### src/rtl/riscv_dbg_master_if.sv
// Debug-master bus bundle: host command/response channel,
// halt/resume controls and the core debug-port signals.
interface riscv_dbg_master_if #(
  parameter int XLEN   = 32,
  parameter int ADDR_W = 16
);
  logic              host_halt;
  logic              host_resume;
  logic              cmd_valid;
  logic              cmd_ready;
  logic              cmd_we;
  logic [ADDR_W-1:0] cmd_addr;
  logic [XLEN-1:0]   cmd_wdata;
  logic              rsp_valid;
  logic              rsp_ready;
  logic [XLEN-1:0]   rsp_rdata;
  logic              rsp_err;
  logic              halted;
  logic              bp_halted;
  logic              dbg_stall;
  logic              dbg_strb;
  logic              dbg_we;
  logic [ADDR_W-1:0] dbg_addr;
  logic [XLEN-1:0]   dbg_dati;
  logic [XLEN-1:0]   dbg_dato;
  logic              dbg_ack;
  logic              dbg_bp;

  modport master (
    input  host_halt, host_resume,
    input  cmd_valid, cmd_we, cmd_addr, cmd_wdata,
    input  rsp_ready,
    input  dbg_dato, dbg_ack, dbg_bp,
    output cmd_ready,
    output rsp_valid, rsp_rdata, rsp_err,
    output halted, bp_halted,
    output dbg_stall, dbg_strb, dbg_we,
    output dbg_addr, dbg_dati
  );

  modport slave (
    output host_halt, host_resume,
    output cmd_valid, cmd_we, cmd_addr, cmd_wdata,
    output rsp_ready,
    output dbg_dato, dbg_ack, dbg_bp,
    input  cmd_ready,
    input  rsp_valid, rsp_rdata, rsp_err,
    input  halted, bp_halted,
    input  dbg_stall, dbg_strb, dbg_we,
    input  dbg_addr, dbg_dati
  );
endinterface

### src/rtl/riscv_dbg_master.sv
// CPU debug-port initiator: single-access strobe FSM plus stall control.
// Define DBG_TIMEOUT_EN to abort strobes that see no ack within TIMEOUT.
module riscv_dbg_master #(
  parameter int         XLEN          = 32,
  parameter int         ADDR_W        = 16,
  parameter logic [3:0] BANK_INTERNAL = 4'h0,
  parameter int         TIMEOUT       = 255
) (
  input  logic               clk,
  input  logic               rstn,
  riscv_dbg_master_if.master bus
);
  localparam int BANK_W = ADDR_W - 12;

  typedef enum logic [1:0] {
    IDLE,
    STRB,
    RSP
  } state_e;

  state_e state_q, state_d;

  logic              live_q;
  logic              we_q;
  logic [ADDR_W-1:0] addr_q;
  logic [XLEN-1:0]   wdata_q;
  logic [XLEN-1:0]   rdata_q;
  logic              err_q;
  logic              stall_q;
  logic              bp_q;
  logic              pend_q;

  logic cmd_fire;
  logic reject;
  logic bp_ev;
  logic halt_ev;
  logic resume_ev;
  logic to_hit;

`ifdef DBG_TIMEOUT_EN
  logic [7:0] cnt_q;

  assign to_hit = (state_q == STRB) && !bus.dbg_ack
               && (cnt_q == 8'(TIMEOUT - 1));

  always_ff @(posedge clk or negedge rstn) begin
    if (!rstn) begin
      cnt_q <= '0;
    end else if (state_q == STRB) begin
      cnt_q <= cnt_q + 8'd1;
    end else begin
      cnt_q <= '0;
    end
  end
`else
  assign to_hit = 1'b0;
`endif

  // live_q keeps cmd_ready low while reset is asserted
  assign cmd_fire = bus.cmd_valid && live_q
                 && (state_q == IDLE);
  assign reject = !stall_q
               && (bus.cmd_addr[ADDR_W-1:12]
                   != BANK_W'(BANK_INTERNAL));

  assign bp_ev     = bus.dbg_bp && !stall_q;
  assign halt_ev   = bus.host_halt || bp_ev;
  assign resume_ev = (pend_q || bus.host_resume) && !halt_ev;

  always_comb begin
    state_d = state_q;
    unique case (state_q)
      IDLE: if (cmd_fire) state_d = reject ? RSP : STRB;
      STRB: if (bus.dbg_ack || to_hit) state_d = RSP;
      RSP:  if (bus.rsp_ready) state_d = IDLE;
      default: state_d = IDLE;
    endcase
  end

  always_ff @(posedge clk or negedge rstn) begin
    if (!rstn) begin
      state_q <= IDLE;
      live_q  <= 1'b0;
    end else begin
      state_q <= state_d;
      live_q  <= 1'b1;
    end
  end

  always_ff @(posedge clk or negedge rstn) begin
    if (!rstn) begin
      we_q    <= 1'b0;
      addr_q  <= '0;
      wdata_q <= '0;
      rdata_q <= '0;
      err_q   <= 1'b0;
    end else begin
      if (cmd_fire) begin
        we_q    <= bus.cmd_we;
        addr_q  <= bus.cmd_addr;
        wdata_q <= bus.cmd_wdata;
        if (reject) begin
          rdata_q <= '0;
          err_q   <= 1'b1;
        end
      end
      if (state_q == STRB) begin
        if (bus.dbg_ack) begin
          rdata_q <= we_q ? '0 : bus.dbg_dato;
          err_q   <= 1'b0;
        end else if (to_hit) begin
          rdata_q <= '0;
          err_q   <= 1'b1;
        end
      end
    end
  end

  // resume waits for an idle cycle with no new access starting
  always_ff @(posedge clk or negedge rstn) begin
    if (!rstn) begin
      stall_q <= 1'b0;
      bp_q    <= 1'b0;
      pend_q  <= 1'b0;
    end else if (halt_ev) begin
      stall_q <= 1'b1;
      pend_q  <= 1'b0;
      if (bp_ev) bp_q <= 1'b1;
    end else if (resume_ev) begin
      if (state_q == IDLE && !cmd_fire) begin
        stall_q <= 1'b0;
        bp_q    <= 1'b0;
        pend_q  <= 1'b0;
      end else begin
        pend_q  <= 1'b1;
      end
    end
  end

  assign bus.cmd_ready = live_q && (state_q == IDLE);
  assign bus.rsp_valid = (state_q == RSP);
  assign bus.rsp_rdata = rdata_q;
  assign bus.rsp_err   = err_q;
  assign bus.halted    = stall_q;
  assign bus.bp_halted = bp_q;
  assign bus.dbg_stall = stall_q;
  assign bus.dbg_strb  = (state_q == STRB);
  assign bus.dbg_we    = we_q;
  assign bus.dbg_addr  = addr_q;
  assign bus.dbg_dati  = wdata_q;
endmodule

### src/flat_wrapper.sv
// flat-port wrapper written by rule: the top's interface ports become plain ports
module riscv_dbg_master_flat 
#(
  parameter int         XLEN          = 32,
  parameter int         ADDR_W        = 16,
  parameter logic [3:0] BANK_INTERNAL = 4'h0,
  parameter int         TIMEOUT       = 255
)
  (clk, rstn, bus_host_halt, bus_host_resume, bus_cmd_valid, bus_cmd_we, bus_cmd_addr, bus_cmd_wdata, bus_rsp_ready, bus_dbg_dato, bus_dbg_ack, bus_dbg_bp, bus_cmd_ready, bus_rsp_valid, bus_rsp_rdata, bus_rsp_err, bus_halted, bus_bp_halted, bus_dbg_stall, bus_dbg_strb, bus_dbg_we, bus_dbg_addr, bus_dbg_dati);
  riscv_dbg_master_if #(.XLEN(XLEN), .ADDR_W(ADDR_W)) bus_i ();
  input  logic clk;
  input  logic rstn;
  input wire logic [$bits(bus_i.host_halt)-1:0] bus_host_halt;
  input wire logic [$bits(bus_i.host_resume)-1:0] bus_host_resume;
  input wire logic [$bits(bus_i.cmd_valid)-1:0] bus_cmd_valid;
  input wire logic [$bits(bus_i.cmd_we)-1:0] bus_cmd_we;
  input wire logic [$bits(bus_i.cmd_addr)-1:0] bus_cmd_addr;
  input wire logic [$bits(bus_i.cmd_wdata)-1:0] bus_cmd_wdata;
  input wire logic [$bits(bus_i.rsp_ready)-1:0] bus_rsp_ready;
  input wire logic [$bits(bus_i.dbg_dato)-1:0] bus_dbg_dato;
  input wire logic [$bits(bus_i.dbg_ack)-1:0] bus_dbg_ack;
  input wire logic [$bits(bus_i.dbg_bp)-1:0] bus_dbg_bp;
  output wire logic [$bits(bus_i.cmd_ready)-1:0] bus_cmd_ready;
  output wire logic [$bits(bus_i.rsp_valid)-1:0] bus_rsp_valid;
  output wire logic [$bits(bus_i.rsp_rdata)-1:0] bus_rsp_rdata;
  output wire logic [$bits(bus_i.rsp_err)-1:0] bus_rsp_err;
  output wire logic [$bits(bus_i.halted)-1:0] bus_halted;
  output wire logic [$bits(bus_i.bp_halted)-1:0] bus_bp_halted;
  output wire logic [$bits(bus_i.dbg_stall)-1:0] bus_dbg_stall;
  output wire logic [$bits(bus_i.dbg_strb)-1:0] bus_dbg_strb;
  output wire logic [$bits(bus_i.dbg_we)-1:0] bus_dbg_we;
  output wire logic [$bits(bus_i.dbg_addr)-1:0] bus_dbg_addr;
  output wire logic [$bits(bus_i.dbg_dati)-1:0] bus_dbg_dati;
  assign bus_i.host_halt = bus_host_halt;
  assign bus_i.host_resume = bus_host_resume;
  assign bus_i.cmd_valid = bus_cmd_valid;
  assign bus_i.cmd_we = bus_cmd_we;
  assign bus_i.cmd_addr = bus_cmd_addr;
  assign bus_i.cmd_wdata = bus_cmd_wdata;
  assign bus_i.rsp_ready = bus_rsp_ready;
  assign bus_i.dbg_dato = bus_dbg_dato;
  assign bus_i.dbg_ack = bus_dbg_ack;
  assign bus_i.dbg_bp = bus_dbg_bp;
  assign bus_cmd_ready = bus_i.cmd_ready;
  assign bus_rsp_valid = bus_i.rsp_valid;
  assign bus_rsp_rdata = bus_i.rsp_rdata;
  assign bus_rsp_err = bus_i.rsp_err;
  assign bus_halted = bus_i.halted;
  assign bus_bp_halted = bus_i.bp_halted;
  assign bus_dbg_stall = bus_i.dbg_stall;
  assign bus_dbg_strb = bus_i.dbg_strb;
  assign bus_dbg_we = bus_i.dbg_we;
  assign bus_dbg_addr = bus_i.dbg_addr;
  assign bus_dbg_dati = bus_i.dbg_dati;
  riscv_dbg_master #(.XLEN(XLEN), .ADDR_W(ADDR_W), .BANK_INTERNAL(BANK_INTERNAL), .TIMEOUT(TIMEOUT)) u_core (.clk(clk), .rstn(rstn), .bus(bus_i));
endmodule
### config.mk
export PLATFORM = sky130hd
export DESIGN_NAME = riscv_dbg_master_flat
export DESIGN_NICKNAME = d
export VERILOG_FILES = /design/src/rtl/riscv_dbg_master_if.sv /design/src/rtl/riscv_dbg_master.sv /design/src/flat_wrapper.sv
export SDC_FILE = /design/constraint.sdc
export NUM_CORES = 1
export LEC_CHECK = 0
export ABC_AREA = 1
export CORE_MARGIN = 3
export CORE_UTILIZATION = 44
export DETAILED_ROUTE_END_ITERATION = 7
export GPL_TIMING_DRIVEN = 0
export PLACE_DENSITY = 0.83
export SLEW_MARGIN = 20
export SYNTH_ARGS = -nofsm -noshare
export SYNTH_HDL_FRONTEND = slang
export SYNTH_SLANG_ARGS = --single-unit
### constraint.sdc
create_clock -name clk -period 2.9 [get_ports clk]
set_clock_uncertainty 0.05 [all_clocks]
set_input_delay 0.29 -clock clk [delete_from_list [all_inputs] [get_ports clk]]
set_output_delay 0.29 -clock clk [all_outputs]
set_load 0.02 [all_outputs]
==> metrics <==
All-Layer GR Usage=21.1%; IO Pins=177; Die Y-Extent=97.8 microns; pre-CTS setup slack=1.13 ns; Layout fillers=647; most frequent cells in the layout=285 x nand2_1, 175 x clkdlybuf4s50_1, 88 x dfrtp_1, 35 x inv_1; syn nets=546; Yosys Warn Count=0; clock sink count=88; Required @ worst endpoint=2.56 ns; Hold WC Path Type=register to register; final core occ=72.9%; largest net degree at the start of global routing=49; cell area after synthesis=3710 sq um; leakage power=0.00311 uW; CORE AREA=7970 sq um; Final #Nets=735; MaxCap Viol Count=0; Slew Limit Fails=0; synthesis-stage register bit count=88; wire length per cell=13.1 microns; Avg Cell Area, Syn=8.11 sq um; minimum clock period after layout=1.96 ns; DR pass1 iterations=5; vias per std cell=4.50; diode count=0; Syn-to-layout area delta=56.8%; Fin. Hold Viols=0; crit path launch type=register; antenna viol nets, final=0; DRT Wirelength=9.85 mm; Tightest Pin Transition=0.542 ns; Starting Density=46.5%; via count of the first global-routing pass=3,511; post-DP HPWL=7.54 mm; RSZ-0062 raised after global routing=false; grt ovf=0; IO Port Bufs=176; Detailed Route Iter0 Violations=81; CTS Buf Count=9; CTS tree=yes; Reg2Reg Depth=7; final setup vio count=0; GR Layer Usage met1=24.6%; sequential share of the synthesized area=59.4%; fin cells=752; Max Fclk=0.510 GHz; Residual DRC=0; Rows=32; share of layout cells above drive strength 1=6.62%; clk_lat worst skew=0.33 ns; fin crit share=67.6%; DIE AREA=9560 sq um; initial antenna violation count=0; R2R Setup Slk=1.47 ns; Die W=97.8 microns; CTS Buffer Depth=2; maximum vdd ir drop=0.566 mV; GR peak layer=met2; Root Driver=clkbuf_8; crit path capture type=output port; H-tree levels=3; hold path startpoint=u_core.bus.dbg_dati[19]; leading cell type in the layout, fill and taps excluded=nand2_1; GR Util met3=9.07%; GPL Wtd Cong=0.790; Worst R2R Start=u_core.state_q[1]; post-synthesis cell type count=22; Clock transition at path regs=0.08 ns; dpl cells=736; Worst Slack Setup Final=0.938 ns; critical path peak fanout=3; path type of the worst setup path=register to output port; # resized after CTS=0; met2 Resource Use GR=35.8%; power density over the cells=1060 nW/um^2; setup TNS=0 ns; outcome=finished, final reports clean; Rel. slew slack=63.9%; via count=3,384; first-pass GRT wire length=16.5 mm; Hold Path Depth=2; Cells after Synth=457; crit path DAT=1.62 ns; CP startpoint=u_core.state_q[1]
==> metrics by stage <==
stage	instance area, sq um	power (uW)	hold WS (ns)
4_1_cts	5810	6210	0.411
3_3_place_gp	5600	5280	0.403
6_report	5810	6140	0.424
2_1_floorplan	3710	3750	-0.0556
3_5_place_dp	5620	5390	0.275
5_1_grt	5810	6570	0.431
==> synthesized netlist by cell type, drive strengths merged <==
master / count / area [sq um]
a21boi: 1 / 7.51
nor3: 1 / 5.00
nor2: 13 / 72.6
nand3: 2 / 15.0
nand3b: 1 / 7.51
buf: 20 / 131
nor3b: 1 / 7.51
o21bai: 1 / 7.51
a21o: 1 / 7.51
dfrtp: 88 / 2200
conb: 1 / 3.75
inv: 39 / 146
nand2: 287 / 1090
a21oi: 1 / 5.00
==> area by class of cell <==
cell class	instances	area [sq um]	area share, %
flip-flops and latches	88	2200	37.9
repair buffers	178	1800	30.9
multi-input cells	310	1230	21.1
inverters	39	146	2.52
clock buffers	12	135	2.33
plain buffers	20	131	2.26
well taps	102	128	2.20
clock inverters	3	43.8	0.754
==> final timing paths <==
kind	endpoint
max	bus_dbg_strb
min	u_core.bus.dbg_dati[19]
max reg2reg	u_core.bus.rsp_rdata[5]
min reg2reg	u_core.bus.dbg_dati[19]
max in group asynchronous	u_core.bus.rsp_rdata[17]
min in group asynchronous	u_core.bus.dbg_addr[0]
==> critical path, cell delays in order (launching register included) <==
cell,delay [ns]
dfrtp_1,0.41
inv_2,0.08
nand2_1,0.09
inv_2,0.09
clkdlybuf4s50_1,0.61
==> kinds of logic after synthesis <==
logic type             after synthesis  synth area share, %
buffers and inverters               59                 7.49
DFF                                 88                 59.4
AOI/OAI and AO/OA                    4                0.743
other                                1                0.101
and+or+nand+nor                    305                 32.2
==> where the power goes <==
group	leakage [uW]	switching, uW	internal, uW
sequential	0.00111	332	1810
clock	0.0000904	408	396
combinational	0.00191	1720	1480
total	0.00311	2460	3680
==> what timing repair did <==
item,in CTS,in global routing
hold buffers,1,0
buffers inserted,0,0
endpoints found under the hold margin,40,0
==> flip-flops by register name (all words and copies together) (netlist names), 2 cells and up <==
register / count
u_core.bus.dbg_addr: 16
u_core.state_q: 2
u_core.bus.dbg_dati: 32
u_core.bus.rsp_rdata: 32
==> layer usage <==
metal,vias to the layer above,routed length [microns],part of all wire [%]
met3,8,1020,10
li1,1703,-,-
met2,120,4840,49
met1,1553,3890,39
met4,0,108,1.1
met5,-,0,0
Power figures use the tool's default switching activity.
